### src/rtl/smj_pkg.sv
// Shared tile/class definitions and modulo helpers for the SMJ hand dealer.
package smj_pkg;

    localparam int unsigned TILE_W = 6;
    localparam int unsigned VAL_W  = 4;
    localparam int unsigned SEED_W = 12;
    localparam int unsigned IDX_W  = 3;
    localparam int unsigned HAND_N = 5;

    localparam logic [1:0] HONOR      = 2'b00;
    localparam logic [1:0] NOWINNING  = 2'b00;
    localparam logic [1:0] IMPOSSIBLE = 2'b01;
    localparam logic [1:0] PAIR_SEQ   = 2'b10;
    localparam logic [1:0] PAIR_TRI   = 2'b11;

    localparam logic [VAL_W-1:0] HONOR_LIMIT = 4'd7;
    localparam logic [VAL_W-1:0] NUM_LIMIT   = 4'd9;

    typedef struct packed {
        logic [1:0]       suit;
        logic [VAL_W-1:0] value;
    } tile_t;

    typedef enum logic [1:0] {
        IDLE  = 2'b00,
        BUILD = 2'b01,
        SEND  = 2'b10
    } state_t;

    // Inputs never exceed 15 and limits are >= 7, so two subtractions cover every case.
    function automatic logic [VAL_W-1:0] mod_lim(input logic [VAL_W-1:0] v,
                                                 input logic [VAL_W-1:0] lim);
        logic [VAL_W-1:0] r;
        r = v;
        if (r >= lim) r = r - lim;
        if (r >= lim) r = r - lim;
        return r;
    endfunction

    function automatic logic [VAL_W-1:0] limit_of(input logic [1:0] suit);
        return (suit == HONOR) ? HONOR_LIMIT : NUM_LIMIT;
    endfunction

endpackage

### src/rtl/smj_legalize.sv
// Folds an arbitrary 6-bit tile code onto a legal tile of the same suit.
module smj_legalize
    import smj_pkg::*;
(
    input  logic [TILE_W-1:0] tile_i,
    output logic [TILE_W-1:0] tile_c
);

    tile_t raw;
    tile_t legal;

    always_comb begin
        raw         = tile_t'(tile_i);
        legal.suit  = raw.suit;
        legal.value = mod_lim(raw.value, limit_of(raw.suit));
        tile_c      = TILE_W'(legal);
    end

endmodule

### src/rtl/smj_dealer.sv
// Captures a request, builds a five-tile hand of the requested class in one
// cycle, then streams it out under valid/ready handshake.
module smj_dealer
    import smj_pkg::*;
(
    input  logic              clk,
    input  logic              rst_n,
    input  logic              in_valid,
    input  logic [1:0]        in_type,
    input  logic [SEED_W-1:0] in_seed,
    output logic              out_valid,
    input  logic              out_ready,
    output logic [TILE_W-1:0] out_tile,
    output logic              out_last,
    output logic              busy
);

    state_t              state_q, state_d;
    logic [1:0]          type_q, type_d;
    logic [SEED_W-1:0]   seed_q, seed_d;
    tile_t               bank_q [HAND_N];
    tile_t               bank_d [HAND_N];
    logic [IDX_W-1:0]    idx_q, idx_d;
    logic                out_valid_q, out_valid_d;
    tile_t               out_tile_q, out_tile_d;
    logic                out_last_q, out_last_d;
    logic                busy_q, busy_d;
    logic                load;

    logic [TILE_W-1:0]   p_raw, m_raw;
    tile_t               p_t, m_t, t_t, s_t;
    logic [VAL_W-1:0]    honor_v;
    tile_t               hand_c [HAND_N];

    smj_legalize u_leg_p (.tile_i(seed_q[5:0]),  .tile_c(p_raw));
    smj_legalize u_leg_m (.tile_i(seed_q[11:6]), .tile_c(m_raw));

    // Hand construction from the captured seed and class.
    always_comb begin
        p_t = tile_t'(p_raw);
        m_t = tile_t'(m_raw);
        t_t = m_t;
        if (m_t == p_t) t_t.value = mod_lim(m_t.value + 4'd1, limit_of(m_t.suit));
        s_t.suit  = (seed_q[11:10] == HONOR) ? 2'b01 : seed_q[11:10];
        s_t.value = mod_lim(seed_q[9:6], HONOR_LIMIT);
        honor_v   = mod_lim({1'b0, seed_q[2:0]}, HONOR_LIMIT);
        for (int k = 0; k < HAND_N; k++) hand_c[k] = p_t;
        case (type_q)
            PAIR_TRI: begin
                hand_c[2] = t_t;
                hand_c[3] = t_t;
                hand_c[4] = t_t;
            end
            PAIR_SEQ: begin
                hand_c[2] = s_t;
                hand_c[3] = tile_t'({s_t.suit, s_t.value + 4'd1});
                hand_c[4] = tile_t'({s_t.suit, s_t.value + 4'd2});
            end
            NOWINNING: begin
                for (int k = 0; k < HAND_N; k++) begin
                    hand_c[k].suit  = HONOR;
                    hand_c[k].value = mod_lim(honor_v + VAL_W'(k), HONOR_LIMIT);
                end
            end
            default: ;
        endcase
    end

    always_comb begin
        state_d     = state_q;
        type_d      = type_q;
        seed_d      = seed_q;
        bank_d      = bank_q;
        idx_d       = idx_q;
        out_valid_d = out_valid_q;
        out_tile_d  = out_tile_q;
        out_last_d  = out_last_q;
        busy_d      = busy_q;
        load        = 1'b0;
        case (state_q)
            IDLE: begin
                if (in_valid && !busy_q) begin
                    type_d  = in_type;
                    seed_d  = in_seed;
                    busy_d  = 1'b1;
                    state_d = BUILD;
                end
            end
            BUILD: begin
                bank_d  = hand_c;
                idx_d   = '0;
                state_d = SEND;
            end
            SEND: begin
                if (!out_valid_q) begin
                    load = 1'b1;
                end else if (out_ready) begin
                    if (out_last_q) begin
                        out_valid_d = 1'b0;
                        out_last_d  = 1'b0;
                        busy_d      = 1'b0;
                        state_d     = IDLE;
                    end else begin
                        load = 1'b1;
                    end
                end
            end
            default: state_d = IDLE;
        endcase
        // Present the next bank entry on the output register.
        if (load) begin
            out_valid_d = 1'b1;
            out_tile_d  = bank_q[idx_q];
            out_last_d  = (idx_q == IDX_W'(HAND_N - 1));
            idx_d       = idx_q + IDX_W'(1);
        end
    end

    always_ff @(posedge clk or negedge rst_n) begin
        if (!rst_n) begin
            state_q     <= IDLE;
            type_q      <= '0;
            seed_q      <= '0;
            for (int k = 0; k < HAND_N; k++) bank_q[k] <= '0;
            idx_q       <= '0;
            out_valid_q <= 1'b0;
            out_tile_q  <= '0;
            out_last_q  <= 1'b0;
            busy_q      <= 1'b0;
        end else begin
            state_q     <= state_d;
            type_q      <= type_d;
            seed_q      <= seed_d;
            bank_q      <= bank_d;
            idx_q       <= idx_d;
            out_valid_q <= out_valid_d;
            out_tile_q  <= out_tile_d;
            out_last_q  <= out_last_d;
            busy_q      <= busy_d;
        end
    end

    assign out_valid = out_valid_q;
    assign out_tile  = TILE_W'(out_tile_q);
    assign out_last  = out_last_q;
    assign busy      = busy_q;

endmodule

### config.mk
export PLATFORM = sky130hd
export DESIGN_NAME = smj_dealer
export DESIGN_NICKNAME = d
export VERILOG_FILES = /design/src/rtl/smj_pkg.sv /design/src/rtl/smj_legalize.sv /design/src/rtl/smj_dealer.sv
export SDC_FILE = /design/constraint.sdc
export NUM_CORES = 1
export LEC_CHECK = 0
export CELL_PAD_IN_SITES_DETAIL_PLACEMENT = 1
export CELL_PAD_IN_SITES_GLOBAL_PLACEMENT = 2
export CORE_ASPECT_RATIO = 0.5
export CORE_MARGIN = 2
export CORE_UTILIZATION = 38
export DETAILED_ROUTE_END_ITERATION = 16
export GPL_ROUTABILITY_DRIVEN = 0
export GPL_TIMING_DRIVEN = 1
export PLACE_DENSITY = 0.8
export SYNTH_ARGS = -nofsm -noshare
export SYNTH_HDL_FRONTEND = slang
export SYNTH_SLANG_ARGS = --single-unit
### constraint.sdc
create_clock -name clk -period 8.6 [get_ports clk]
set_clock_uncertainty 0.2 [all_clocks]
set_input_delay 1.72 -clock clk [delete_from_list [all_inputs] [get_ports clk]]
set_output_delay 1.72 -clock clk [all_outputs]
set_load 0.02 [all_outputs]
==> out/metrics.cfg <==
[status]
outcome=finished clean

[synth]
synth-async-reset-ratio=1.00
syn-cell-area_mm2=0.00530
avgSynthCellArea_um2=8.37
seq_area_frac_synth=0.246
ys_warn_count=0
synth_cells=633
synth_seq_cells=52
ys.flop_type=dfrtp_1
synth_cell_type_count=71
synth-edff-count=0
synth.net_count=703

[floorplan]
fp-row-count=30
core_mm2=0.0136
die-area_mm2=0.0150
fp.dieW_um=171
die_h_um=87.5
ioPinCount=27
start_util=0.390

[sta]
rsz0062_at_grt=no
fin_crit_ns=7.89
min_period_over_period=0.918
final-max-slew-violation-count=0
worst_pin_slew_ns=0.968
slew_headroom=0.352
whs_ns=0.288
fin_setup_tns_ns=0
hold_violations=0
fmax_mhz=127
setup_viol=0

[clocking]
clk_latency_ns=0.30
cts.htree.levels=2
post_cts.repair.setup_buffers=0
cts_root_buf=clkbuf_16
path_clk_slew_ns=0.07
cts_buffers=5
cts_tree=done
clock_path_buffers=2
cts.sinks=52

[route]
ant_nets=0
vias=4641
drt-pass1-iter-count=4
vias_per_cell=5.53
routed_wl_um=14600
drc=0
wire_per_inst_um=17.3
dr.first_iter.drc_count=229

[worst_hold_path]
min_from=bank_q[19]$_DFFE_PN0P_
hold_path_depth=1
hold_class=reg -> reg
min_to=bank_q[19]$_DFFE_PN0P_

[setup_path]
worstSetupPathType=reg -> reg
max_stage_delay_ns=0.43
critPathRequiredTime_ns=8.63
r2r_cells=29
end_kind=register
ff2ff_setup_slack_ns=0.71
path_max_fanout=12
slowest_stage=dfrtp_1
arrival_ns=7.92
path_common_cell=ha_1
r2r-start=seed_q[11]$_DFFE_PN0P_
reg2reg_to=bank_q[12]$_DFFE_PN0P_
crit_path_start_kind=register

[global_routing]
grt_max_degree=53
antenna_found_initial=0
grt.overflow.total=0
grt_pass1_vias=4665
track_usage=0.205
grt_pass1_wl_um=24300

[placement]
portBuffers=26
dp.cells=832
hpwl_um=11400

[finish]
final_util=0.433
syn2layout_area_growth_pct=11.2
drive_above_1_share=0.0880
layout_commonest_cell=nand2_1
instances_no_fill=840
layout.nets=717
antenna_cells=0
layout_common_cells=nand2_1 (64), nor2_1 (53), dfrtp_1 (52), a21oi_1 (50), ha_1 (47)

[job]
maxCapViolations=0

## synthesized netlist by cell type (10+ instances only)
library cell | count | area share
nand2_1 | 64 | 0.045
nor2_1 | 53 | 0.038
dfrtp_1 | 52 | 0.25
a21oi_1 | 50 | 0.047
ha_1 | 47 | 0.11
o21ai_0 | 45 | 0.043
inv_1 | 27 | 0.019
clkbuf_1 | 20 | 0.014
xnor2_1 | 20 | 0.033
xor2_1 | 18 | 0.030
mux2_2 | 17 | 0.036
mux2i_1 | 15 | 0.028
nand2b_1 | 15 | 0.018
a21o_1 | 13 | 0.018
nor2b_1 | 12 | 0.014
a31oi_1 | 11 | 0.013
nor3_1 | 11 | 0.010
nand3_1 | 10 | 0.0094
## timing repair
item                                   in CTS  in global routing
resized for setup                           0                  1
hold buffers                                0                  0
endpoints found under the hold margin       0                  0
setup endpoints to repair                   0                  1
## kinds of logic (layout without fill, tap and decap cells)
group / after synthesis / after routing / synth area share
muxes: 38 / 38 / 0.0862
DFF: 52 / 52 / 0.246
adders and majority gates: 52 / 52 / 0.130
xor gates and xnor gates: 40 / 40 / 0.0690
AOI/OAI and AO/OA: 198 / 198 / 0.248
and+or+nand+nor: 195 / 195 / 0.176
buffers and inverters: 58 / 73 / 0.0454
## worst max-delay path: cells and delay by family (launching register included)
family	cells	cell delay, ns
AOI/OAI and AO/OA	10	2.34
and+or+nand+nor	7	1.57
muxes	2	0.82
adders and majority gates	8	2.20
xor gates and xnor gates	1	0.14
DFF	1	0.43
buffers and inverters	1	0.10
## flip-flops by register name, summed over array words and instances (netlist names)
register   count
out_valid      1
out_tile       6
bank_q        24
busy           1
seed_q        12
out_last       1
type_q         2
state_q        2
idx_q          3
## worst max-delay path by stage
| stage | start | end | slack, ns | cells past startpoint |
|---|---|---|---|---|
| 2_1_floorplan | seed_q[11]$_DFFE_PN0P_ | bank_q[12]$_DFFE_PN0P_ | 1.08 | 32 |
| 3_3_place_gp | seed_q[11]$_DFFE_PN0P_ | bank_q[12]$_DFFE_PN0P_ | 0.77 | 29 |
| 3_5_place_dp | seed_q[11]$_DFFE_PN0P_ | bank_q[12]$_DFFE_PN0P_ | 0.56 | 29 |
| 4_1_cts | seed_q[11]$_DFFE_PN0P_ | bank_q[12]$_DFFE_PN0P_ | 0.53 | 29 |
| 5_1_grt | seed_q[11]$_DFFE_PN0P_ | bank_q[12]$_DFFE_PN0P_ | 0.22 | 29 |
| 6_report | seed_q[11]$_DFFE_PN0P_ | bank_q[12]$_DFFE_PN0P_ | 0.71 | 29 |
## per-stage QoR
step                worst slack [ns]  instance area (µm²)
floorplan                       1.08                 5300
global placement               0.771                 5730
detailed placement             0.558                 5730
CTS                            0.531                 5880
global route                   0.216                 5890
finish                         0.706                 5890
## final cells by class
| type | count | area (µm²) |
|---|---|---|
| well taps | 192 | 240 |
| repair buffers | 34 | 315 |
| clock buffers | 6 | 129 |
| clock inverters | 2 | 16.3 |
| inverters | 31 | 116 |
| multi-input cells | 523 | 3770 |
| flip-flops and latches | 52 | 1300 |
| fillers | 1659 | 7700 |
## per-layer routing
layer,wire length (µm),track usage
met1,7790,0.302
met2,6320,0.329
met5,0,0
met3,367,0.0232
met4,83,0.0347
Power is not shown: default switching activity piles up to over one toggle a cycle in this logic, so the estimate is an artifact.
